### src/rtl/cmp_sorter.sv
// cmp_sorter: frame sorter built on one shared unsigned comparator.
// Loads DEPTH words, bubble-sorts them in place, then streams them out.

module comparator #(
  parameter int WIDTH = 16
) (
  input  logic [WIDTH-1:0] a,
  input  logic [WIDTH-1:0] b,
  output logic             eq,
  output logic             lt,
  output logic             gt
);

  assign eq = (a == b);
  assign lt = (a < b);
  assign gt = (a > b);

endmodule

module cmp_sorter #(
  parameter int WIDTH = 16,
  parameter int DEPTH = 8
) (
  input  logic             clk,
  input  logic             rst,
  input  logic             in_valid,
  output logic             in_ready,
  input  logic [WIDTH-1:0] in_data,
  output logic             out_valid,
  input  logic             out_ready,
  output logic [WIDTH-1:0] out_data,
  output logic             busy,
  output logic             done
);

  localparam int IW = (DEPTH > 1) ? $clog2(DEPTH) : 1;
  localparam logic [IW-1:0] LAST = IW'(DEPTH - 1);
  localparam logic [IW-1:0] PEN  = IW'(DEPTH - 2);
  localparam logic [IW-1:0] ONE  = IW'(1);

  typedef enum logic [1:0] {
    LOAD,
    SORT,
    DRAIN
  } state_t;

  state_t           state;
  logic [WIDTH-1:0] mem [DEPTH];
  logic [IW-1:0]    wr_idx;
  logic [IW-1:0]    idx;
  logic [IW-1:0]    rd_idx;
  logic [IW-1:0]    pass;
  logic             swapped;
  logic             done_q;

  logic [IW-1:0]    idx_nx;
  logic             c_eq;
  logic             c_lt;
  logic             c_gt;
  logic             in_fire;
  logic             out_fire;
  logic             do_swap;

  assign idx_nx = idx + ONE;

  comparator #(
    .WIDTH(WIDTH)
  ) u_cmp (
    .a (mem[idx]),
    .b (mem[idx_nx]),
    .eq(c_eq),
    .lt(c_lt),
    .gt(c_gt)
  );

  assign in_ready  = (state == LOAD) && !rst;
  assign out_valid = (state == DRAIN) && !rst;
  assign busy      = (state == SORT) && !rst;
  assign done      = done_q && !rst;
  assign out_data  = mem[rd_idx];

  assign in_fire  = in_valid && in_ready;
  assign out_fire = out_valid && out_ready;
  // eq/lt leave the pair alone, which keeps equal words in order
  assign do_swap  = busy && c_gt && !(c_eq || c_lt);

  // Control FSM: counters, pass bookkeeping and the done pulse
  always_ff @(posedge clk) begin
    if (rst) begin
      state   <= LOAD;
      wr_idx  <= '0;
      idx     <= '0;
      rd_idx  <= '0;
      pass    <= '0;
      swapped <= 1'b0;
      done_q  <= 1'b0;
    end else begin
      done_q <= 1'b0;
      unique case (state)
        LOAD: begin
          if (in_fire) begin
            wr_idx <= wr_idx + ONE;
            if (wr_idx == LAST) begin
              state   <= SORT;
              wr_idx  <= '0;
              idx     <= '0;
              pass    <= '0;
              swapped <= 1'b0;
            end
          end
        end
        SORT: begin
          if (idx == PEN) begin
            if (!(swapped || c_gt) || (pass == PEN)) begin
              state  <= DRAIN;
              rd_idx <= '0;
            end else begin
              idx     <= '0;
              pass    <= pass + ONE;
              swapped <= 1'b0;
            end
          end else begin
            idx     <= idx_nx;
            swapped <= swapped || c_gt;
          end
        end
        DRAIN: begin
          if (out_fire) begin
            rd_idx <= rd_idx + ONE;
            if (rd_idx == LAST) begin
              state  <= LOAD;
              wr_idx <= '0;
              rd_idx <= '0;
              done_q <= 1'b1;
            end
          end
        end
        default: state <= LOAD;
      endcase
    end
  end

  // Word storage: load writes and in-place swaps; never reset
  always_ff @(posedge clk) begin
    if (in_fire) begin
      mem[wr_idx] <= in_data;
    end else if (do_swap) begin
      mem[idx]    <= mem[idx_nx];
      mem[idx_nx] <= mem[idx];
    end
  end

endmodule

### config.mk
export PLATFORM = sky130hd
export DESIGN_NAME = cmp_sorter
export DESIGN_NICKNAME = d
export VERILOG_FILES = /design/src/rtl/cmp_sorter.sv
export SDC_FILE = /design/constraint.sdc
export NUM_CORES = 1
export LEC_CHECK = 0
export BUFFER_PORTS_ARGS = -buffer_cell sky130_fd_sc_hd__buf_2
export CORE_MARGIN = 2
export CORE_UTILIZATION = 31
export CTS_CLUSTER_SIZE = 30
export DETAILED_ROUTE_END_ITERATION = 7
export PLACE_DENSITY = 0.47
export SKIP_LAST_GASP = 1
export SLEW_MARGIN = 40
export SYNTH_ARGS = -nofsm -noshare
export SYNTH_HDL_FRONTEND = slang
export SYNTH_SLANG_ARGS = --single-unit
### constraint.sdc
create_clock -name clk -period 5.2 [get_ports clk]
set_input_delay 0.78 -clock clk [delete_from_list [all_inputs] [get_ports clk]]
set_output_delay 0.78 -clock clk [all_outputs]
set_load 0.02 [all_outputs]
==> impl_metrics.yaml, run 1 <==
worst_setup_path:
  critPathArrivalTime_ns: 5.04
  reg2reg_to: "mem[6][7]"
  regToRegSetupSlack_ns: 0.43
  start_kind: "flop"
  reg2reg_from: "idx[0]"
  crit_buf_inv: 5
  cp_max_fo: 66
  end_kind: "flop"
  worstSetupPathType: "reg -> reg"
  slowest_stage: "a2111oi_1"
  crit_chain: "inv_1, ha_1, inv_1, nand2_1, buf_4, o22ai_1, nor2_1, ha_1, nand2_1, nor3_1, a2111oi_1, o211ai_2, nand3_4, buf_12, buf_4, nand2_2, o21ai_1"
  timing.reg2reg.worst_path_depth: 17
  slowest_delay_ns: 0.68
  cp.required_ns: 5.47
  crit_family: "simple AND/OR/NAND/NOR gates"
min_path:
  hold_path.class: "reg -> reg"
  hold_depth: 2
  hold_end: "pass[1]"
  hold_start: "pass[1]"
final_layout:
  fin_nets: 1076
  num-fill-cells: 3216
  post-route-util_pct: 36.36
  diodes: 0
  drive_above_1_share_pct: 23.16
  synthToLayoutAreaGrowth_pct: 14.92
  final_area_mm2: 0.01186
  layout.cells.non_filler: 1487
cts:
  cts-resized-gates: 0
  cts_root_buffer: "clkbuf_16"
  worstSkewPairLatency_ns: 0.43
  cts.sinks: 150
  htree_levels: 4
  cts_buffer_depth: 2
  cts.clk_slew.worst_paths_ns: 0.06
  tritoncts: "done"
  cts_setup_buffers: 0
  numCtsBuffers: 17
  hold_buffers: 0
yosys:
  synth_edf_count: 128
  ys_ff_latch: 150
  async_reset_ff_share_pct: 0
  synth_area_leaders: "edfxtp_1, mux4_2, o21ai_0"
  yosysSeqAreaShare_pct: 41.51
  synth_top_cell_by_area: "edfxtp_1"
  avgSynthCellArea_um2: 10.27
  synth_warnings: 0
  synth_ff_type: "edfxtp_1"
  synth.net_count: 1049
  synth.top_cell.area_share_pct: 37.25
  synth_cell_type_count: 52
  synth_area_mm2: 0.01032
  synthesis.instances: 1005
route:
  wire_per_inst_um: 22.03
  wl_um: 32760
  vias_per_cell: 5.546
  ant_nets: 0
  first_iter_violations: 724
  firstDrtPassIters: 5
  vias: 8247
  drc_errors: 0
floorplanning:
  initial_utilization_pct: 31.64
  num_rows: 66
  io_pins: 40
  core_mm2: 0.03262
  die_x_um: 186.5
  dieArea_mm2: 0.03477
  die_h_um: 186.5
placement:
  place_hpwl_um: 19970
  io_buffer_count: 39
  place_inst: 1455
  gp_congestion: 0.7765
  place_area_mm2: 0.01125
timing:
  post-route-period-util_pct: 91.75
  fin_skew_ns: 0.01092
  period_needed_ns: 4.771
  finalSetupTns_ns: 0
  worst_slew_pin_slew_ns: 0.7573
  setup_violations: 0
  slew_viol_final: 0
  rsz0062_at_grt: "false"
  slew_headroom_pct: 49.39
  fmax_ghz: 0.2096
  hold_violations: 0
global_route:
  grtUsageTotal_pct: 18.90
  grt_first_pass_wirelength_um: 49460
  antenna_found_initial: 0
  overflow: 0
  grt_pass1_vias: 7911
  grt_max_degree: 67
power_and_ir_drop:
  pwr-share-comb_pct: 5.5
  power.internal_w: 0.002175
  irDropWorstVdd_mv: 0.2284
  p_per_area_mw_per_mm2: 236.5
  p_sw_share_pct: 22.46
  pwr-share-clk_pct: 47.4
  p_seq_share_pct: 47.1
  switchingPower_w: 0.0006300
  p_leak_nw: 3.960
status:
  outcome: "finished, final reports clean"
flow_run:
  cap_viol_max_count: 0
==> power groups by stage <==
| stage | clock network (W) | logic [W] | registers, W |
|---|---|---|---|
| 6_report | 0.00133 | 0.000154 | 0.00132 |
| 5_1_grt | 0.00140 | 0.000174 | 0.00132 |
| 4_1_cts | 0.00135 | 0.000155 | 0.00132 |
| 3_5_place_dp | 0 | 0.000155 | 0.00135 |
| 3_3_place_gp | 0 | 0.000154 | 0.00135 |
| 2_1_floorplan | 0 | 0.000102 | 0.00135 |
==> kinds of logic after synthesis <==
kind of cell,share of synthesized area (%)
buffers and inverters,3.528
flip-flops,41.51
multiplexers,23.76
XOR/XNOR,0.1698
AO/OA/AOI/OAI,18.22
AND/OR/NAND/NOR,9.893
adder cells (fa/ha/maj),2.910
==> metal layers <==
| layer | vias to the layer above | part of all wire, % | track usage, % |
|---|---|---|---|
| met5 | - | 0 | 0 |
| met3 | 38 | 4.5 | 2.577 |
| met2 | 248 | 50 | 32.33 |
| met4 | 0 | 1.7 | 5.006 |
| met1 | 4059 | 44 | 25.19 |
| li1 | 3902 | - | - |
==> area by class of cell <==
| class | count | area [µm²] | area share [%] |
|---|---|---|---|
| clock buffer | 19 | 432.9 | 3.650 |
| clock inverter | 13 | 181.4 | 1.530 |
| inverter | 12 | 45.04 | 0.3798 |
| multi-input combinational | 769 | 5728 | 48.30 |
| sequential | 150 | 4298 | 36.24 |
| tap | 442 | 553.0 | 4.663 |
| timing repair buffer | 82 | 621.8 | 5.243 |
==> tightest hold or removal path, cell delays in order, from the launching register on <==
cell and delay, ns:
dfxtp_1 0.32, nand2_1 0.06, o21ai_0 0.06
==> worst max path at each step <==
stage                       from   endpoint  slack [ns]  depth (start not counted)
after floorplan           idx[0]  mem[2][0]       -0.31                         18
after CTS                 idx[0]  mem[7][7]        0.50                         17
after global routing      idx[0]  mem[7][7]        0.10                         17
after detailed placement  idx[0]  mem[7][7]        0.55                         17
final                     idx[0]  mem[6][7]        0.43                         17
after global placement    idx[0]  mem[7][7]        0.33                         14
==> flip-flops by register name, summed over array words and instances, names as in the netlist, named ones only <==
signal,count
done_q,1
swapped,1
state,2
idx,3
wr_idx,3
rd_idx,3
mem,128
pass,3
==> metrics by stage <==
| step | setup WS (ns) | power, W | hold WS, ns |
|---|---|---|---|
| CTS | 0.5019 | 0.002821 | 0.4951 |
| global route | 0.1014 | 0.002891 | 0.5323 |
| finish | 0.4289 | 0.002805 | 0.4891 |
| floorplan | -0.3108 | 0.001447 | 0.4566 |
| detailed placement | 0.5491 | 0.001501 | 0.4832 |
| global placement | 0.3295 | 0.001502 | 0.4782 |
==> cell usage in the layout (no fill, tap or decap), types with 32 or more instances in the layout <==
cell      instances
o21ai_0         206
mux2i_1          65
mux4_2           64
buf_2            39
nor2_1           59
edfxtp_1        128
nand2_1         123
mux2_2           32
a21oi_1          48
o22ai_1          32
buf_4            34
==> cell usage after synthesis, drive strengths merged, types with 2 or more instances <==
library cell and instances:
nor3b 2, a21o 5, mux2 32, a22oi 2
ha 24, edfxtp 128, nor2 61, nor3 4
mux4 64, o211ai 2, dfxtp 22, nor2b 3
nand2 137, nand3 11, a21oi 48, or4 4
mux2i 65, or3 2, a211oi 2, buf 20
nand4 2, o21ai 234, a31oi 6, a21boi 4
and2 4, inv 12, clkbuf 54, o22ai 38
No activity file was read; power rests on OpenSTA's default activity.
==> inputs of run 2 (changes only) <==
Settings changed: ABC_AREA set to 1, CORE_UTILIZATION 31 to 40, PLACE_DENSITY 0.47 to 0.58.
==> run 2 against run 1 <==
  * Global-route usage increased by 8.6 points
  * Non-clock buffer count increased by 4
  * Sequential power about the same
  * Die area decreased by 23%
  * Via count increased by 19%
  * Routed wire length increased by 10%
  * Combinational power about the same
  * Worst setup slack improved by 0.078 ns
  * Clock skew increased by 0.0016 ns
  * Critical path type unchanged
  * Largest cell class unchanged
  * Largest power group is now sequential cells
==> impl_metrics.yaml, run 2 <==
cts:
  htree_levels: 4
  cts.clk_slew.worst_paths_ns: 0.07
  tritoncts: "done"
  cts_buffer_depth: 2
  hold_buffers: 0
  worstSkewPairLatency_ns: 0.44
  cts-resized-gates: 0
  cts_setup_buffers: 0
  cts.sinks: 150
  cts_root_buffer: "clkbuf_16"
  numCtsBuffers: 17
final_layout:
  synthToLayoutAreaGrowth_pct: 12.61
  layout.cells.non_filler: 1691
  largest_reg_flops: 128
  top_register: "mem"
  diodes: 0
  post-route-util_pct: 45.83
  fin_nets: 1392
  layout_common_cells: "nand2_1, o21ai_0, edfxtp_1"
  drive_above_1_share_pct: 14.03
  final_common_cell: "nand2_1"
global_route:
  grt_max_degree: 71
  grt_pass1_vias: 9085
  grtUsageTotal_pct: 27.50
  overflow: 0
  grt_first_pass_wirelength_um: 54990
  antenna_found_initial: 0
yosys:
  post-synth-top-count-cell: "nand2_1"
  synth_edf_count: 128
  synth_top_cell_by_area: "edfxtp_1"
  synth_ff_type: "edfxtp_1"
  synthesis.instances: 1334
  synth_cell_type_count: 43
  synth_area_leaders: "edfxtp_1, o21ai_0, nand2_1"
  avgSynthCellArea_um2: 7.683
  ys_ff_latch: 150
  synth_warnings: 0
  async_reset_ff_share_pct: 0
  yosysSeqAreaShare_pct: 41.80
  synth.top_cell.area_share_pct: 37.50
  synth.net_count: 1378
  synth_common_cells: "nand2_1, o21ai_0, edfxtp_1, a21oi_1, nor2_1"
  synth_area_mm2: 0.01025
power_and_ir_drop:
  p_per_area_mw_per_mm2: 238.5
  irDropWorstVdd_mv: 0.2305
  p_sw_share_pct: 23.17
  power.internal_w: 0.002115
  pwr-share-clk_pct: 46.5
  p_seq_share_pct: 47.9
  p_leak_nw: 3.918
  pwr-share-comb_pct: 5.5
  switchingPower_w: 0.0006379
timing:
  post-route-period-util_pct: 90.25
  slew_viol_final: 0
  fin_skew_ns: 0.01250
  worst_slew_pin_slew_ns: 0.8755
  setup_violations: 0
  fmax_ghz: 0.2131
  period_needed_ns: 4.693
  slew_headroom_pct: 41.57
  rsz0062_at_grt: "false"
  finalSetupTns_ns: 0
  hold_violations: 0
route:
  vias_per_cell: 5.824
  firstDrtPassIters: 6
  drc_errors: 0
  wl_um: 36040
  wire_per_inst_um: 21.31
  ant_nets: 0
  first_iter_violations: 993
  vias: 9849
floorplanning:
  initial_utilization_pct: 40.70
  dieArea_mm2: 0.02692
  core_mm2: 0.02518
  die_h_um: 164.1
  io_pins: 40
  die_x_um: 164.1
  num_rows: 58
placement:
  gp_congestion: 0.9027
  place_inst: 1657
  io_buffer_count: 39
  place_hpwl_um: 23560
worst_setup_path:
  cp.required_ns: 5.35
  endpoint: "mem[4][10]"
  critPathArrivalTime_ns: 4.84
  end_kind: "flop"
  regToRegSetupSlack_ns: 0.51
  start_kind: "flop"
  reg2reg_to: "mem[4][10]"
  worstSetupPathType: "reg -> reg"
  timing.reg2reg.worst_path_depth: 22
  cp_max_fo: 65
flow_run:
  cap_viol_max_count: 0
status:
  outcome: "finished, final reports clean"
min_path:
  hold_path.class: "reg -> reg"
run 2: cell types whose count changed in the layout (fill, tap and decap cells not counted), sizes merged, moves of 25 or more:
cell / delta
a21oi: +63
a31oi: +25
inv: +76
mux2: -32
mux2i: -62
mux4: -64
nand2: +180
nor2: +57
o211ai: +29
o21ai: +88
o22ai: -30
run 2: how the worst min path moves through the flow:
stage | startpoint | to | slack, ns | cells past startpoint
after floorplan | swapped | swapped | 0.44 | 2
after global placement | swapped | swapped | 0.45 | 2
after detailed placement | swapped | swapped | 0.47 | 2
after CTS | swapped | swapped | 0.48 | 2
after global routing | swapped | swapped | 0.50 | 2
final | swapped | swapped | 0.47 | 2
run 2: kinds of logic (layout without fill, tap and decap cells):
kind of cell	Yosys count	count (layout)	share of synthesized area, %
flops	150	150	41.80
xor+xnor	1	1	0.08548
buf+inv	177	204	7.471
fa+ha+maj	24	24	2.930
simple gates	454	454	18.36
compound gates	525	525	29.02
mux	3	3	0.3296
run 2: cell type report:
class                   instances  area (µm²)
clock buffers                  24       556.8
clock inverters                 8       52.55
fillers                      2456       13640
inverters                      86       327.8
multi-input cells            1007        5249
flip-flops and latches        150        4298
well taps                     330       412.9
repair buffers                 86       644.4
run 2: per-stage QoR:
step           area (µm²)  worst slack (ns)  hold slack, ns  total power (W)
2_1_floorplan       10250            0.7964          0.4409         0.001434
3_3_place_gp        10840            0.7145          0.4493         0.001495
3_5_place_dp        10880            0.6237          0.4690         0.001496
4_1_cts             11490            0.6158          0.4779         0.002753
5_1_grt             11540            0.2226          0.5017         0.002818
6_report            11540            0.5070          0.4742         0.002753
run 2: critical path, stage by stage, from the launching register on:
cell and delay, ns:
dfxtp_4 0.54, clkinv_1 0.10, buf_4 0.32, nor2_1 0.07, o21ai_0 0.22, inv_1 0.06
o21ai_1 0.65, inv_1 0.11, ha_1 0.22, inv_1 0.05, nand2_1 0.04, nand2_1 0.05
nand2_1 0.05, nand2_1 0.06, nand2_1 0.05, nand2_1 0.06, nand2_1 0.05, nand2_1 0.12
nand3_4 0.19, inv_4 0.24, nand2_4 0.18, nor2_4 0.71, o21ai_0 0.23
run 2: layer usage:
| layer | GRT usage [%] | wire [µm] |
|---|---|---|
| met5 | 0 | 0 |
| met3 | 3.889 | 2817 |
| met2 | 43.76 | 16300 |
| met1 | 38.34 | 15760 |
| met4 | 9.490 | 1159 |
run 2: power by group through the flow:
stage          logic (W)  registers (W)  clock network (W)
5_1_grt         0.000169        0.00132            0.00133
6_report        0.000152        0.00132            0.00128
2_1_floorplan  0.0000890        0.00135                  0
3_3_place_gp    0.000150        0.00134                  0
4_1_cts         0.000151        0.00132            0.00128
3_5_place_dp    0.000151        0.00135                  0
==> inputs of run 3 (changes only) <==
Settings changed: CORE_UTILIZATION 40 to 57, PLACE_DENSITY 0.58 to 0.77.
==> run 3 against run 2 <==
  * Routed wire length down 2.5%
  * Count of clock-buffer cells in the layout down 4
  * Largest power group unchanged
  * Combinational power up 5%
  * Via count up 3.4%
  * First-iteration DRC count up 89%
  * Non-clock buffer count down 5
  * Worst setup slack better by 0.25 ns
  * Critical path type unchanged
  * Clock power down 4%
  * Global-route usage up 8.5 points
  * Critical endpoint is now mem[0][2]
  * Die area down 29%
  * Cell area down 2.2%
==> impl_metrics.yaml, run 3 (synthesis gave the netlist of run 2 again) <==
cts:
  hold_buffers: 0
  tritoncts: "done"
  worstSkewPairLatency_ns: 0.44
  cts_buffer_depth: 2
  cts_root_buffer: "clkbuf_16"
  numCtsBuffers: 17
  cts.clk_slew.worst_paths_ns: 0.07
  htree_levels: 4
  cts-resized-gates: 0
  cts_setup_buffers: 0
  cts.sinks: 150
floorplanning:
  initial_utilization_pct: 57.64
  io_pins: 40
  dieArea_mm2: 0.01907
  die_h_um: 138.1
  core_mm2: 0.01778
  die_x_um: 138.1
  num_rows: 49
timing:
  finalSetupTns_ns: 0
  post-route-period-util_pct: 85.43
  rsz0062_at_grt: "false"
  slew_headroom_pct: 34.17
  fin_ws_ns: 0.7574
  worst_slew_pin_slew_ns: 0.9863
  slew_viol_final: 0
  hold_violations: 0
  fin_skew_ns: 0.01080
  setup_violations: 0
  fmax_ghz: 0.2251
  period_needed_ns: 4.443
final_layout:
  top_register: "mem"
  final_common_cell: "nand2_1"
  largest_reg_flops: 128
  diodes: 0
  post-route-util_pct: 63.50
  drive_above_1_share_pct: 13.86
  layout_common_cells: "nand2_1, o21ai_0, edfxtp_1"
  synthToLayoutAreaGrowth_pct: 10.17
  num-fill-cells: 1551
  fin_nets: 1387
min_path:
  hold_start: "swapped"
  hold_depth: 2
  hold_path.class: "reg -> reg"
  hold_end: "swapped"
route:
  wl_um: 35140
  ant_nets: 0
  vias_per_cell: 6.425
  vias: 10180
  wire_per_inst_um: 22.17
  firstDrtPassIters: 6
  first_iter_violations: 1877
  drc_errors: 0
worst_setup_path:
  cp_max_fo: 46
  reg2reg_to: "mem[0][2]"
  start_kind: "flop"
  critPathArrivalTime_ns: 4.58
  timing.reg2reg.worst_path_depth: 16
  regToRegSetupSlack_ns: 0.76
  cp.required_ns: 5.34
  end_kind: "flop"
  worstSetupPathType: "reg -> reg"
placement:
  place_hpwl_um: 23660
  gp_congestion: 0.9985
  io_buffer_count: 39
  preCtsSetupSlack_ns: 0.9135
flow_run:
  cap_viol_max_count: 0
global_route:
  grtUsageTotal_pct: 36.04
  antenna_found_initial: 0
  grt_max_degree: 71
  grt_first_pass_wirelength_um: 52710
  grt_pass1_vias: 9036
  overflow: 0
status:
  outcome: "finished, final reports clean"
power_and_ir_drop:
  p_leak_nw: 3.855
  p_per_area_mw_per_mm2: 240.5
  irDropWorstVdd_mv: 0.2230
  power_w: 0.002715
-- run 3: cell types whose count changed in the layout (fill, tap and decap cells not counted), sizes merged --
cell | previous run | this run
buf | 86 | 81
clkbuf | 24 | 20
inv | 88 | 92
clkinv | 6 | 5
clkinvlp | 0 | 1
-- run 3: worst max-delay path, cell delays in order (launching register included) --
cell,delay [ns]
dfxtp_4,0.67
buf_4,0.46
o21ai_0,0.16
o21ai_0,0.10
nor2_1,0.07
a31oi_2,0.46
ha_1,0.36
a21oi_1,0.14
o21ai_0,0.09
a21oi_1,0.12
nand2_1,0.11
nand3_4,0.17
inv_4,0.07
nand2_4,0.18
nand3_1,0.24
o22ai_2,0.41
buf_4,0.28
-- run 3: layer usage --
metal / up-vias / wire length (µm) / share of wire [%] / global-route usage, %
met5: - / 0 / 0 / 0
met4: 0 / 1540 / 4.4 / 15.47
met3: 126 / 4191 / 12 / 8.660
met2: 762 / 15380 / 44 / 54.66
met1: 4599 / 14030 / 40 / 49.69
li1: 4696 / - / - / -
-- run 3: worst max path at each step --
| stage | startpoint | to | slack (ns) |
|---|---|---|---|
| final | flop | mem[0][2] | 0.76 |
| after global routing | flop | mem[0][6] | 0.48 |
| after CTS | idx[0] | mem[0][6] | 0.86 |
| after detailed placement | idx[0] | mem[0][0] | 0.91 |
| after global placement | flop | mem[0][2] | 0.91 |
| after floorplan | idx[0] | mem[3][0] | 0.80 |
-- run 3: final cells by class --
| class | instances | area, µm² | area share (%) |
|---|---|---|---|
| Inverter | 86 | 327.8 | 2.903 |
| Multi-Input combinational cell | 1007 | 5249 | 46.49 |
| Clock buffer | 20 | 478.0 | 4.233 |
| Sequential cell | 150 | 4298 | 38.07 |
| Timing Repair Buffer | 81 | 548.0 | 4.854 |
| Clock inverter | 12 | 103.9 | 0.9198 |
| Tap cell | 229 | 286.5 | 2.538 |
-- run 3: metrics by stage --
stage | cells | hold WS [ns] | area (µm²)
2_1_floorplan | 1334 | 0.4409 | 10250
3_3_place_gp | 1552 | 0.4503 | 10700
3_5_place_dp | 1552 | 0.4613 | 10700
4_1_cts | 1584 | 0.4716 | 11280
5_1_grt | 1585 | 0.5022 | 11290
6_report | 1585 | 0.4726 | 11290
-- run 3: report_power, final --
| part | switching, W | leakage, nW | internal, W |
|---|---|---|---|
| clock network | 0.000555 | 0.288 | 0.000680 |
| registers | 0.00000814 | 1.34 | 0.00131 |
| logic | 0.000109 | 2.23 | 0.0000504 |
